<file path="config.mk">
export PLATFORM = sky130hd
export DESIGN_NAME = gbm_path_sequencer
export DESIGN_NICKNAME = d
export VERILOG_FILES = /design/src/rtl/gbm_path_sequencer.sv
export SDC_FILE = /design/constraint.sdc
export NUM_CORES = 1
export LEC_CHECK = 0
export ABC_CLOCK_PERIOD_IN_PS = 4200
export CORE_ASPECT_RATIO = 2
export CORE_MARGIN = 3
export CORE_UTILIZATION = 45
export CTS_CLUSTER_SIZE = 16
export DETAILED_ROUTE_END_ITERATION = 8
export DONT_BUFFER_PORTS = 1
export HOLD_SLACK_MARGIN = 0.15
export PLACE_DENSITY = 0.61
export SLEW_MARGIN = 20
export SYNTH_ARGS = -nofsm -noshare
export SYNTH_HDL_FRONTEND = slang
export SYNTH_SLANG_ARGS = --single-unit
</file>
<file path="constraint.sdc">
create_clock -name clk -period 4.2 [get_ports clk]
set_input_delay 0.42 -clock clk [delete_from_list [all_inputs] [get_ports clk]]
set_output_delay 0.42 -clock clk [all_outputs]
set_load 0.01 [all_outputs]
</file>
<file path="src/rtl/gbm_path_sequencer.sv">
// Purpose: sequences GBM step requests over N_PATHS x N_STEPS and collects the S_next results.
// Latency: one cycle from start to the first request; each return is registered once before out_*.
// Backpressure: z_ready waits on gbm_ready and the path's pending bit; ret_ready waits on the output register.
module gbm_path_sequencer #(
    parameter int WIDTH   = 32,
    parameter int QFRAC   = 16,
    parameter int N_PATHS = 8,
    parameter int N_STEPS = 16,
    localparam int PW     = (N_PATHS > 1) ? $clog2(N_PATHS) : 1,
    localparam int SW     = (N_STEPS > 1) ? $clog2(N_STEPS) : 1
) (
    input  logic             clk,
    input  logic             rst,
    input  logic             start,
    input  logic [WIDTH-1:0] s0,
    input  logic [WIDTH-1:0] r,
    input  logic [WIDTH-1:0] sigma,
    input  logic [WIDTH-1:0] dt,
    input  logic             z_valid,
    output logic             z_ready,
    input  logic [WIDTH-1:0] z,
    output logic             gbm_valid,
    input  logic             gbm_ready,
    output logic [WIDTH-1:0] gbm_z,
    output logic [WIDTH-1:0] gbm_s,
    output logic [WIDTH-1:0] gbm_r,
    output logic [WIDTH-1:0] gbm_sigma,
    output logic [WIDTH-1:0] gbm_dt,
    input  logic             ret_valid,
    output logic             ret_ready,
    input  logic [WIDTH-1:0] ret_s_next,
    output logic             out_valid,
    input  logic             out_ready,
    output logic [PW-1:0]    out_path,
    output logic [SW-1:0]    out_step,
    output logic [WIDTH-1:0] out_s,
    output logic             busy,
    output logic             done,
    output logic             err_nonpos
);

    // Reject parameter sets the pointer arithmetic cannot handle.
    if (QFRAC >= WIDTH || N_PATHS < 2 || N_PATHS > 64 ||
        (N_PATHS & (N_PATHS - 1)) != 0 || N_STEPS < 1) begin : g_param_check
        $error("gbm_path_sequencer: unsupported parameter set");
    end

    typedef enum logic [1:0] {S_IDLE, S_RUN, S_DRAIN, S_DONE} state_t;

    state_t             state_q, state_d;
    logic [WIDTH-1:0]   s_mem_q [N_PATHS];
    logic [N_PATHS-1:0] pending_q, pending_d;
    logic [PW-1:0]      ip_path_q, ip_path_d, rp_path_q, rp_path_d;
    logic [SW-1:0]      ip_step_q, ip_step_d, rp_step_q, rp_step_d;
    logic [WIDTH-1:0]   r_q, sigma_q, dt_q;
    logic               last_ret_q, last_ret_d;
    logic               out_valid_q, out_valid_d;
    logic [PW-1:0]      out_path_q, out_path_d;
    logic [SW-1:0]      out_step_q, out_step_d;
    logic [WIDTH-1:0]   out_s_q, out_s_d;
    logic               err_q, err_d;

    logic               start_fire, iss_fire, ret_fire;
    logic               iss_last, ret_last, ret_nonpos;
    logic [WIDTH-1:0]   ret_clamped;

    assign start_fire  = (state_q == S_IDLE) && start;
    assign iss_fire    = z_valid && z_ready;
    assign ret_fire    = ret_valid && ret_ready;
    assign iss_last    = (ip_path_q == PW'(N_PATHS - 1)) && (ip_step_q == SW'(N_STEPS - 1));
    assign ret_last    = (rp_path_q == PW'(N_PATHS - 1)) && (rp_step_q == SW'(N_STEPS - 1));
    // A zero or negative price is meaningless downstream; clamp it and flag it.
    assign ret_nonpos  = ret_s_next[WIDTH-1] || (ret_s_next == '0);
    assign ret_clamped = ret_nonpos ? '0 : ret_s_next;

    // Sequencing FSM plus the handshake outputs that depend on it.
    always_comb begin
        state_d   = state_q;
        z_ready   = 1'b0;
        gbm_valid = 1'b0;
        ret_ready = 1'b0;
        case (state_q)
            S_IDLE: begin
                if (start) state_d = S_RUN;
            end
            S_RUN: begin
                z_ready   = !pending_q[ip_path_q] && gbm_ready;
                gbm_valid = z_valid && !pending_q[ip_path_q];
                ret_ready = !out_valid_q || out_ready;
                if (z_valid && !pending_q[ip_path_q] && gbm_ready && iss_last) state_d = S_DRAIN;
            end
            S_DRAIN: begin
                ret_ready = !out_valid_q || out_ready;
                if (last_ret_q && (!out_valid_q || out_ready)) state_d = S_DONE;
            end
            S_DONE: begin
                state_d = S_IDLE;
            end
            default: begin
                state_d = S_IDLE;
            end
        endcase
    end

    // Issue/return pointers, pending scoreboard and the one-entry output register.
    always_comb begin
        pending_d   = pending_q;
        ip_path_d   = ip_path_q;
        ip_step_d   = ip_step_q;
        rp_path_d   = rp_path_q;
        rp_step_d   = rp_step_q;
        last_ret_d  = last_ret_q;
        out_valid_d = out_valid_q;
        out_path_d  = out_path_q;
        out_step_d  = out_step_q;
        out_s_d     = out_s_q;
        err_d       = err_q;
        if (start_fire) begin
            pending_d  = '0;
            ip_path_d  = '0;
            ip_step_d  = '0;
            rp_path_d  = '0;
            rp_step_d  = '0;
            last_ret_d = 1'b0;
            err_d      = 1'b0;
        end else begin
            if (ret_fire) begin
                pending_d[rp_path_q] = 1'b0;
                out_valid_d = 1'b1;
                out_path_d  = rp_path_q;
                out_step_d  = rp_step_q;
                out_s_d     = ret_clamped;
                if (ret_nonpos) err_d = 1'b1;
                if (ret_last) last_ret_d = 1'b1;
                if (rp_path_q == PW'(N_PATHS - 1)) begin
                    rp_path_d = '0;
                    rp_step_d = rp_step_q + 1'b1;
                end else begin
                    rp_path_d = rp_path_q + 1'b1;
                end
            end else if (out_ready) begin
                out_valid_d = 1'b0;
            end
            // Issue and return are always on different paths, so both updates can apply.
            if (iss_fire) begin
                pending_d[ip_path_q] = 1'b1;
                if (ip_path_q == PW'(N_PATHS - 1)) begin
                    ip_path_d = '0;
                    ip_step_d = ip_step_q + 1'b1;
                end else begin
                    ip_path_d = ip_path_q + 1'b1;
                end
            end
        end
    end

    // State register.
    always_ff @(posedge clk) begin
        if (rst) state_q <= S_IDLE;
        else     state_q <= state_d;
    end

    // Datapath registers: pointers, latched parameters and the per-path price array.
    always_ff @(posedge clk) begin
        if (rst) begin
            pending_q   <= '0;
            ip_path_q   <= '0;
            ip_step_q   <= '0;
            rp_path_q   <= '0;
            rp_step_q   <= '0;
            last_ret_q  <= 1'b0;
            out_valid_q <= 1'b0;
            out_path_q  <= '0;
            out_step_q  <= '0;
            out_s_q     <= '0;
            err_q       <= 1'b0;
            r_q         <= '0;
            sigma_q     <= '0;
            dt_q        <= '0;
            for (int i = 0; i < N_PATHS; i++) s_mem_q[i] <= '0;
        end else begin
            pending_q   <= pending_d;
            ip_path_q   <= ip_path_d;
            ip_step_q   <= ip_step_d;
            rp_path_q   <= rp_path_d;
            rp_step_q   <= rp_step_d;
            last_ret_q  <= last_ret_d;
            out_valid_q <= out_valid_d;
            out_path_q  <= out_path_d;
            out_step_q  <= out_step_d;
            out_s_q     <= out_s_d;
            err_q       <= err_d;
            if (start_fire) begin
                r_q     <= r;
                sigma_q <= sigma;
                dt_q    <= dt;
                for (int i = 0; i < N_PATHS; i++) s_mem_q[i] <= s0;
            end else if (ret_fire) begin
                s_mem_q[rp_path_q] <= ret_clamped;
            end
        end
    end

    assign gbm_z      = z;
    assign gbm_s      = s_mem_q[ip_path_q];
    assign gbm_r      = r_q;
    assign gbm_sigma  = sigma_q;
    assign gbm_dt     = dt_q;
    assign out_valid  = out_valid_q;
    assign out_path   = out_path_q;
    assign out_step   = out_step_q;
    assign out_s      = out_s_q;
    assign busy       = (state_q != S_IDLE);
    assign done       = (state_q == S_DONE);
    assign err_nonpos = err_q;

endmodule

</file>
==> qor.csv, run 1 <==
stage,metric,value,unit
placement,RD Place Congestion,0.824,
die,Rows,104,
global_routing,vias in the first global route,13800,
logic_synthesis,post-synth cell types,54,
route,post-route ant nets,0,
sta,final setup vio count,0,
global_routing,first-pass GRT wire length,84.6,mm
logic_synthesis,"top cells by count, synth","nand2_1 (315), edfxtp_1 (256), dfxtp_1 (165)",
logic_synthesis,ranking of synthesized cells by area,"edfxtp_1 (41%), dfxtp_1 (18%), mux4_2 (7.7%)",
logic_synthesis,Post-Syn Nets,1856,
route,via count,13000,
logic_synthesis,most frequent cell after synthesis,nand2_1,
clocking,Post-CTS Resized,0,
clocking,"Clk Latency, worst-skew pair",0.54,ns
route,routed len/inst,25.7,microns
sta,worst slew pin tran,1.06,ns
clocking,post-CTS setup buffers,0,
setup_path,CP endpoint kind,output pin,
global_routing,total track usage,0.258,
finish,Sequential Area,0.0110,sq mm
clocking,number of buffers created by CTS,38,
power_and_ir_drop,total power,12000,uW
route,post-DR vias/cell,5.83,
run,Max-Cap Viols,0,
finish,layout net count,1876,
route,final wirelength,57.4,mm
clocking,"CTS clk-pin slew, worst paths",0.06,ns
setup_path,CP Launch Type,flip-flop,
global_routing,GRT Residual Overflow,0,
logic_synthesis,Gate Count Post-Synth,1646,
logic_synthesis,sequential fraction of the synthesis area,0.590,
route,initial DRC count,791,
die,die area,0.0440,sq mm
outcome,outcome,"finished, final reports clean",
clocking,hold buffer count at cts,100,
setup_path,crit-path max FO,32,
sta,setup TNS,0,ns
route,drt pass-1 iters,4,
route,DRC,0,
sta,Max Slew Vio Count,0,
logic_synthesis,synth warn,0,
sta,final worst path period need,3.07,ns
sta,Worst Skew,0.0191,ns
setup_path,data arrival time of the worst path,2.65,ns
logic_synthesis,Synth Cell Area,0.0186,sq mm
die,Initial Utilization,0.459,
die,DIE HEIGHT,294,microns
placement,dpl hpwl,35.9,mm
worst_hold_path,Hold Crit Class,primary input to flip-flop,
finish,fin area,0.0211,sq mm
setup_path,Worst EP required,3.78,ns
sta,Slew headroom,0.294,
sta,Fin. Hold Viols,0,
logic_synthesis,"area leader, netlist",edfxtp_1,
logic_synthesis,prevailing post-synth register cell,edfxtp_1,
clocking,# clock sinks,421,
clocking,root buffer cell,clkbuf_16,
logic_synthesis,Syn Area/Cell,11.3,sq um
logic_synthesis,"EDFF count, synth",256,
sta,Fmax,0.326,GHz
setup_path,"Worst Path Class, Setup",flip-flop to output pin,
clocking,H-tree depth,2,
die,core area,0.0406,sq mm
global_routing,largest net degree at the start of global routing,141,
placement,Placed Instance Area,0.0188,sq mm
logic_synthesis,Synth async-reset ratio,0,
finish,fillcell total,3529,
placement,port bufs,0,
finish,"Area growth, synth to finish",13.3,%
die,Chip Width,150,microns
global_routing,initial antenna violation count,6,
power_and_ir_drop,power per cell area,569,mW/mm^2
clocking,Max clock buf depth,3,
sta,final worst-path cycle share,0.731,
logic_synthesis,share of the synthesized area in the top cell type,0.412,
finish,layout cells sized above 1,0.162,
finish,area of the multi-input gates,0.00690,sq mm
die,I/O pins,405,
clocking,CTS tree,yes,
logic_synthesis,register bit total from synthesis,421,
sta,RSZ-0062 raised after global routing,false,
power_and_ir_drop,Leak,0.00746,uW
power_and_ir_drop,Worst VDD drop,0.375,mV
[critical path: stages, from the launching register on]
cell and delay (ns):
dfxtp_4 0.80, buf_4 0.39, mux4_2 0.56, mux2_2 0.33
[kinds of logic after synthesis]
| kind of cell | synth area share |
|---|---|
| simple gates | 0.124 |
| buf+inv | 0.0459 |
| compound gates | 0.133 |
| mux | 0.0988 |
| flops | 0.590 |
| xor+xnor | 0.000940 |
| fa+ha+maj | 0.00738 |
[placed cells by master (no fill, tap or decap), drive strengths merged, types with 17 or more instances in the layout]
master,Yosys,final
clkbuf,68,52
o21ai,260,260
nor2,81,81
a21oi,145,145
dfxtp,165,165
nor2b,34,34
edfxtp,256,256
nand2,315,315
mux4,64,64
dlygate4sd3,0,99
inv,15,17
buf,77,26
mux2,32,32
nand2b,41,41
[per-layer routing]
| metal | share of wire | GRT usage | vias to the layer above | wire length, microns |
|---|---|---|---|---|
| li1 | - | - | 5925 | - |
| met1 | 0.33 | 0.268 | 6308 | 19100 |
| met2 | 0.53 | 0.477 | 621 | 30700 |
| met3 | 0.083 | 0.0618 | 139 | 4780 |
| met4 | 0.049 | 0.127 | 0 | 2830 |
| met5 | 0 | 0 | - | 0 |
[registers in the layout (all words and copies together) (netlist names), 4 cells and up, named ones only]
signal and flops:
pending_q 8, out_step 4, gbm_dt 32, ip_step_q 4, gbm_r 32, s_mem_q 256, gbm_sigma 32, out_s 32
rp_step_q 4
[path summary, 6_finish.rpt]
check | startpoint | to | slack (ns) | cells after the start
hold reg to reg | last_ret_q | last_ret_q | 0.46 | 2
setup reg to reg | state_q[0] | out_s[30] | 1.53 | 9
hold / removal | gbm_ready | pending_q[1] | 0.18 | 2
setup / recovery | flip-flop | gbm_s[14] | 1.13 | 3
[layout make-up]
| class | count | area share |
|---|---|---|
| diodes | 5 | 0.000592 |
| repair buffers | 125 | 0.0583 |
| multi-input cells | 1065 | 0.327 |
| clock buffers | 52 | 0.0523 |
| flip-flops and latches | 421 | 0.521 |
| inverters | 15 | 0.00267 |
| clock inverters | 16 | 0.00746 |
| well taps | 530 | 0.0314 |
[through the flow]
step                      hold slack, ns  instances  setup WS [ns]   util
after CTS                          0.170       2224          0.992  0.520
after global placement             0.443       2056           1.33  0.464
after global routing               0.202       2228          0.953  0.520
after detailed placement           0.455       2056           1.51  0.464
after floorplan                    0.428       1646          0.311      -
final                              0.184       2229           1.13  0.520
[power by group]
group / total, uW / internal (uW) / switching (uW) / leakage (uW)
clock: 3580 / 2030 / 1550 / 0.000631
sequential: 5880 / 5430 / 454 / 0.00410
combinational: 2550 / 868 / 1690 / 0.00273
No activity file was read; power rests on OpenSTA's default activity.
==> run 2, diff against run 1 <==
--- a/config.mk
+++ b/config.mk
@@ -5,7 +5,7 @@
 export SDC_FILE = /design/constraint.sdc
 export NUM_CORES = 1
 export LEC_CHECK = 0
-export ABC_CLOCK_PERIOD_IN_PS = 4200
+export ABC_CLOCK_PERIOD_IN_PS = 2600
 export CORE_ASPECT_RATIO = 2
 export CORE_MARGIN = 3
 export CORE_UTILIZATION = 45
@@ -13,7 +13,7 @@
 export DETAILED_ROUTE_END_ITERATION = 8
 export DONT_BUFFER_PORTS = 1
 export HOLD_SLACK_MARGIN = 0.15
-export PLACE_DENSITY = 0.61
+export PLACE_DENSITY = 0.63
 export SLEW_MARGIN = 20
 export SYNTH_ARGS = -nofsm -noshare
 export SYNTH_HDL_FRONTEND = slang
==> constraint.sdc (replaced) <==
create_clock -name clk -period 2.6 [get_ports clk]
set_input_delay 0.26 -clock clk [delete_from_list [all_inputs] [get_ports clk]]
set_output_delay 0.26 -clock clk [all_outputs]
set_load 0.01 [all_outputs]
==> qor.csv, run 2 (same netlist as run 1, synthesis figures left out) <==
stage,metric,value,unit
finish,Layout Cells excl Fill,2313,
clocking,Max clock buf depth,3,
sta,worst setup margin,0.105,ns
sta,Max Slew Vio Count,0,
setup_path,CP Launch Type,flip-flop,
power_and_ir_drop,Worst VDD drop,0.540,mV
setup_path,crit-path cells,buf_12 -> mux4_2 -> mux2_2,
route,DRC,0,
worst_hold_path,Hold Path Sink,out_s[29],
finish,"Area growth, synth to finish",18.9,%
placement,RD Place Congestion,0.846,
finish,Top reg by flops,s_mem_q,
sta,Slew headroom,0.336,
die,core area,0.0406,sq mm
placement,Placed Instances,2083,
setup_path,CP endpoint kind,output pin,
finish,layout cells sized above 1,0.168,
sta,final setup vio count,0,
setup_path,worst r2r dst,s_mem_q[7][15],
route,final wirelength,58.9,mm
finish,fin area,0.0222,sq mm
setup_path,WP buf/inv,1,
die,Initial Utilization,0.459,
die,Rows,104,
sta,Min Hold Slack,0.168,ns
worst_hold_path,hold depth,2,
clocking,"Clk Latency, worst-skew pair",0.54,ns
worst_hold_path,Hold Crit Class,primary input to flip-flop,
global_routing,total track usage,0.264,
clocking,# clock sinks,421,
global_routing,first-pass GRT wire length,86.5,mm
finish,layout net count,1959,
placement,Placed Instance Area,0.0193,sq mm
finish,Largest register FFs,256,
die,die area,0.0440,sq mm
global_routing,initial antenna violation count,2,
sta,setup TNS,0,ns
placement,dpl hpwl,37.7,mm
global_routing,vias in the first global route,14000,
placement,port bufs,0,
outcome,outcome,"finished, final reports clean",
sta,Fmax,0.401,GHz
setup_path,worst-case reg-to-reg path depth,7,
route,initial DRC count,911,
sta,Worst Skew,0.0229,ns
setup_path,FF-to-FF setup slack,0.18,ns
setup_path,crit-path max FO,18,
setup_path,Max stage delay on crit path,0.55,ns
setup_path,FF-to-FF Start,state_q[0],
finish,"commonest non-fill, non-tap cell in the layout",nand2_1,
setup_path,CP top delay family,multiplexers,
clocking,post-CTS setup buffers,0,
finish,most frequent cells in the layout,"nand2_1 (314), edfxtp_1 (256), dfxtp_1 (162)",
power_and_ir_drop,Leak,0.00800,uW
sta,RSZ-0062 raised after global routing,false,
run,Max-Cap Viols,0,
sta,final worst-path cycle share,0.960,
finish,fillcell total,3339,
clocking,CTS tree,yes,
placement,pre-CTS WS,-0.0188,ns
setup_path,data arrival time of the worst path,2.23,ns
setup_path,Worst EP required,2.34,ns
die,DIE HEIGHT,294,microns
global_routing,largest net degree at the start of global routing,132,
clocking,number of buffers created by CTS,39,
route,post-route ant nets,0,
sta,worst slew pin tran,0.992,ns
die,I/O pins,405,
route,via count,13500,
setup_path,"Worst Path Class, Setup",flip-flop to output pin,
power_and_ir_drop,power per cell area,884,mW/mm^2
die,Chip Width,150,microns
setup_path,Critical-path top delay cell,mux4_2,
route,drt pass-1 iters,5,
sta,Fin. Hold Viols,0,
worst_hold_path,Worst Hold Launch,rst,
global_routing,GRT Residual Overflow,0,
clocking,H-tree depth,2,
sta,final worst path period need,2.49,ns
clocking,root buffer cell,clkbuf_16,
clocking,"CTS clk-pin slew, worst paths",0.06,ns
route,post-DR vias/cell,5.84,
route,routed len/inst,25.5,microns
## run 2: cell count changes in the layout (fill, tap and decap cells not counted), sizes merged
cell and delta:
clkbuf +1, diode -2, buf +27, clkinvlp -1, inv +1, bufinv -2
clkinv +5, dlygate4sd3 +55
## run 2: through the flow
stage                      util  power (uW)
after global routing      0.546       20400
after CTS                 0.545       19700
after global placement    0.476       13600
after floorplan               -       12300
after detailed placement  0.476       13800
final                     0.546       19600
## run 2: area by class of cell
type	count	area [sq um]	share of cell area
sequential	421	11000	0.496
antenna	3	7.51	0.000339
multi-input combinational	1065	6910	0.312
clock inverter	19	139	0.00627
clock buffer	53	1100	0.0497
inverter	15	56.3	0.00254
tap	530	663	0.0299
timing repair buffer	207	2280	0.103
## run 2: power breakdown
part           switching [uW]  internal (uW)
logic                    2820           1640
registers                 727           8760
clock network            2550           3100
## run 2: worst max path at each step
stage,endpoint,slack (ns),depth (start not counted)
2_1_floorplan,s_mem_q[5][0],-0.36,4
3_3_place_gp,s_mem_q[6][11],0.08,7
3_5_place_dp,s_mem_q[6][25],-0.02,7
4_1_cts,gbm_sigma[16],0.02,7
5_1_grt,gbm_s[15],0.003,3
6_report,gbm_s[15],0.11,3
## run 2: what timing repair did
item                                   CTS  global route
endpoints found under the hold margin  219             0
setup endpoints to repair               18            29
hold buffers                           155             0
gates resized for setup                  2             3
cloned                                   0             0
## run 2: worst reg2reg max path, delay by kind of cell (launching register included)
kind                     cells  cell delay [ns]
AND/OR/NAND/NOR              3             0.85
AO/OA/AOI/OAI                1             0.09
adder cells (fa/ha/maj)      1             0.42
buffers and inverters        2             0.39
flip-flops                   1             0.39
## run 2: per-layer routing
metal  wire length (microns)  global-route usage
met1                   19600               0.279
met5                       0                   0
met2                   31900               0.495
met4                    2520               0.106
met3                    5000              0.0620
==> run 3, diff against run 2 <==
--- a/config.mk
+++ b/config.mk
@@ -7,13 +7,12 @@
 export LEC_CHECK = 0
 export ABC_CLOCK_PERIOD_IN_PS = 2600
 export CORE_ASPECT_RATIO = 2
-export CORE_MARGIN = 3
-export CORE_UTILIZATION = 45
+export CORE_UTILIZATION = 40
 export CTS_CLUSTER_SIZE = 16
 export DETAILED_ROUTE_END_ITERATION = 8
 export DONT_BUFFER_PORTS = 1
 export HOLD_SLACK_MARGIN = 0.15
-export PLACE_DENSITY = 0.63
+export PLACE_DENSITY = 0.57
 export SLEW_MARGIN = 20
 export SYNTH_ARGS = -nofsm -noshare
 export SYNTH_HDL_FRONTEND = slang
==> qor.csv, run 3 (same netlist as run 1, synthesis figures left out) <==
stage,metric,value,unit
finish,"Area growth, synth to finish",20.1,%
setup_path,crit-path max FO,70,
worst_hold_path,Hold Crit Class,primary input to flip-flop,
sta,Fmax,0.392,GHz
sta,worst slew pin tran,1.07,ns
clocking,"Clk Latency, worst-skew pair",0.55,ns
setup_path,CP Launch Type,flip-flop,
clocking,number of buffers created by CTS,39,
die,I/O pins,405,
route,initial DRC count,1078,
sta,Max Slew Vio Count,0,
placement,Placed Instances,2184,
finish,Sequential Area,0.0110,sq mm
finish,fillcell total,4014,
setup_path,cell repeated most along the worst path,nor2_1,
placement,pre-CTS WS,0.122,ns
sta,final worst-path cycle share,0.982,
power_and_ir_drop,Leak,0.00807,uW
clocking,CTS tree,yes,
setup_path,WP buf/inv,4,
global_routing,met1 usage in global routing,0.264,
clocking,H-tree depth,2,
setup_path,CP endpoint kind,flip-flop,
finish,"commonest non-fill, non-tap cell in the layout",nand2_1,
outcome,outcome,"finished, final reports clean",
global_routing,most used routing layer,met2,
global_routing,first-pass GRT wire length,89.6,mm
setup_path,Max stage delay on crit path,0.55,ns
placement,RD Place Congestion,0.933,
global_routing,met3 layer usage reported by global route,0.0561,
sta,Fin. Hold Viols,0,
finish,area of the multi-input gates,0.00692,sq mm
clocking,post-CTS setup buffers,0,
setup_path,crit-path cells,inv_1 -> ha_1 -> buf_4 -> nand4_1 -> clkbuf_16 -> nor2_1 -> a21oi_1 -> nor2_1 -> dlygate4sd3_1,
sta,RSZ-0062 raised after global routing,true,
route,post-DR vias/cell,5.61,
global_routing,vias in the first global route,14200,
finish,layout cells sized above 1,0.176,
power_and_ir_drop,power per cell area,883,mW/mm^2
route,post-route ant nets,0,
sta,final setup vio count,0,
power_and_ir_drop,Worst VDD drop,0.657,mV
finish,most frequent cells in the layout,"nand2_1 (314), edfxtp_1 (256), dfxtp_1 (158)",
setup_path,CP top delay family,buffers and inverters,
finish,Top reg by flops,s_mem_q,
global_routing,GRT Residual Overflow,0,
sta,Worst Skew,0.0214,ns
clocking,Max clock buf depth,3,
setup_path,"Worst Path Class, Setup",flip-flop to flip-flop,
die,Rows,111,
clocking,"CTS clk-pin slew, worst paths",0.07,ns
die,Initial Utilization,0.405,
setup_path,Critical-path top delay cell,dlygate4sd3_1,
global_routing,total track usage,0.259,
setup_path,Worst EP required,3.08,ns
sta,setup TNS,0,ns
die,die area,0.0475,sq mm
route,final wirelength,61.4,mm
sta,final worst path period need,2.55,ns
power_and_ir_drop,total power,19800,uW
sta,Min Hold Slack,0.166,ns
global_routing,M2 GR Usage,0.478,
finish,Largest register FFs,256,
route,via count,13500,
clocking,root buffer cell,clkbuf_16,
die,DIE HEIGHT,307,microns
global_routing,largest net degree at the start of global routing,135,
sta,Slew headroom,0.286,
route,drt pass-1 iters,5,
finish,Layout Cells excl Fill,2411,
route,DRC,0,
global_routing,initial antenna violation count,2,
setup_path,data arrival time of the worst path,3.04,ns
placement,dpl hpwl,40.6,mm
sta,worst setup margin,0.0462,ns
die,Chip Width,155,microns
route,routed len/inst,25.4,microns
clocking,# clock sinks,421,
placement,port bufs,0,
finish,ant diodes,0,
finish,layout net count,1970,
run,Max-Cap Viols,0,
die,core area,0.0460,sq mm
[run 3: worst min-delay path, cell delays in order]
cell and delay (ns):
nor2b_1 0.14, nand2_1 0.06, o21ai_0 0.06
[run 3: final cells by class]
type | count | share of cell area
tap | 621 | 0.0347
timing repair buffer | 218 | 0.108
clock inverter | 18 | 0.00565
clock buffer | 53 | 0.0486
sequential | 421 | 0.492
multi-input combinational | 1065 | 0.309
inverter | 15 | 0.00252
[run 3: through the flow]
stage,util,instance area (sq um)
detailed placement,0.425,19600
CTS,0.486,22400
global route,0.487,22400
global placement,0.425,19600
floorplan,-,18600
finish,0.487,22400
[run 3: worst paths after layout]
kind | startpoint | to | slack (ns) | cells past startpoint
setup / recovery | state_q[1] | out_s[29] | 0.05 | 9
hold reg to reg | last_ret_q | last_ret_q | 0.47 | 2
hold / removal | s0[16] | s_mem_q[7][16] | 0.17 | 3
setup reg to reg | state_q[1] | out_s[29] | 0.05 | 9
[run 3: layer usage]
| metal | wire length [microns] | share of wire |
|---|---|---|
| met2 | 32200 | 0.52 |
| met1 | 20600 | 0.34 |
| met5 | 0 | 0 |
| met3 | 4660 | 0.076 |
| met4 | 3910 | 0.064 |
[run 3: report_power, final]
part           internal, uW  switching, uW  total (uW)
Sequential             8770            739        9500
Clock                  3060           2580        5630
Combinational          1710           2920        4630
Total                 13500           6230       19800
[run 3: repair_timing]
action                                 4_1_cts  5_1_grt
hold buffers                               156        0
endpoints found under the hold margin      222        0
setup endpoints to repair                    0       15
gates resized for setup                      0        8
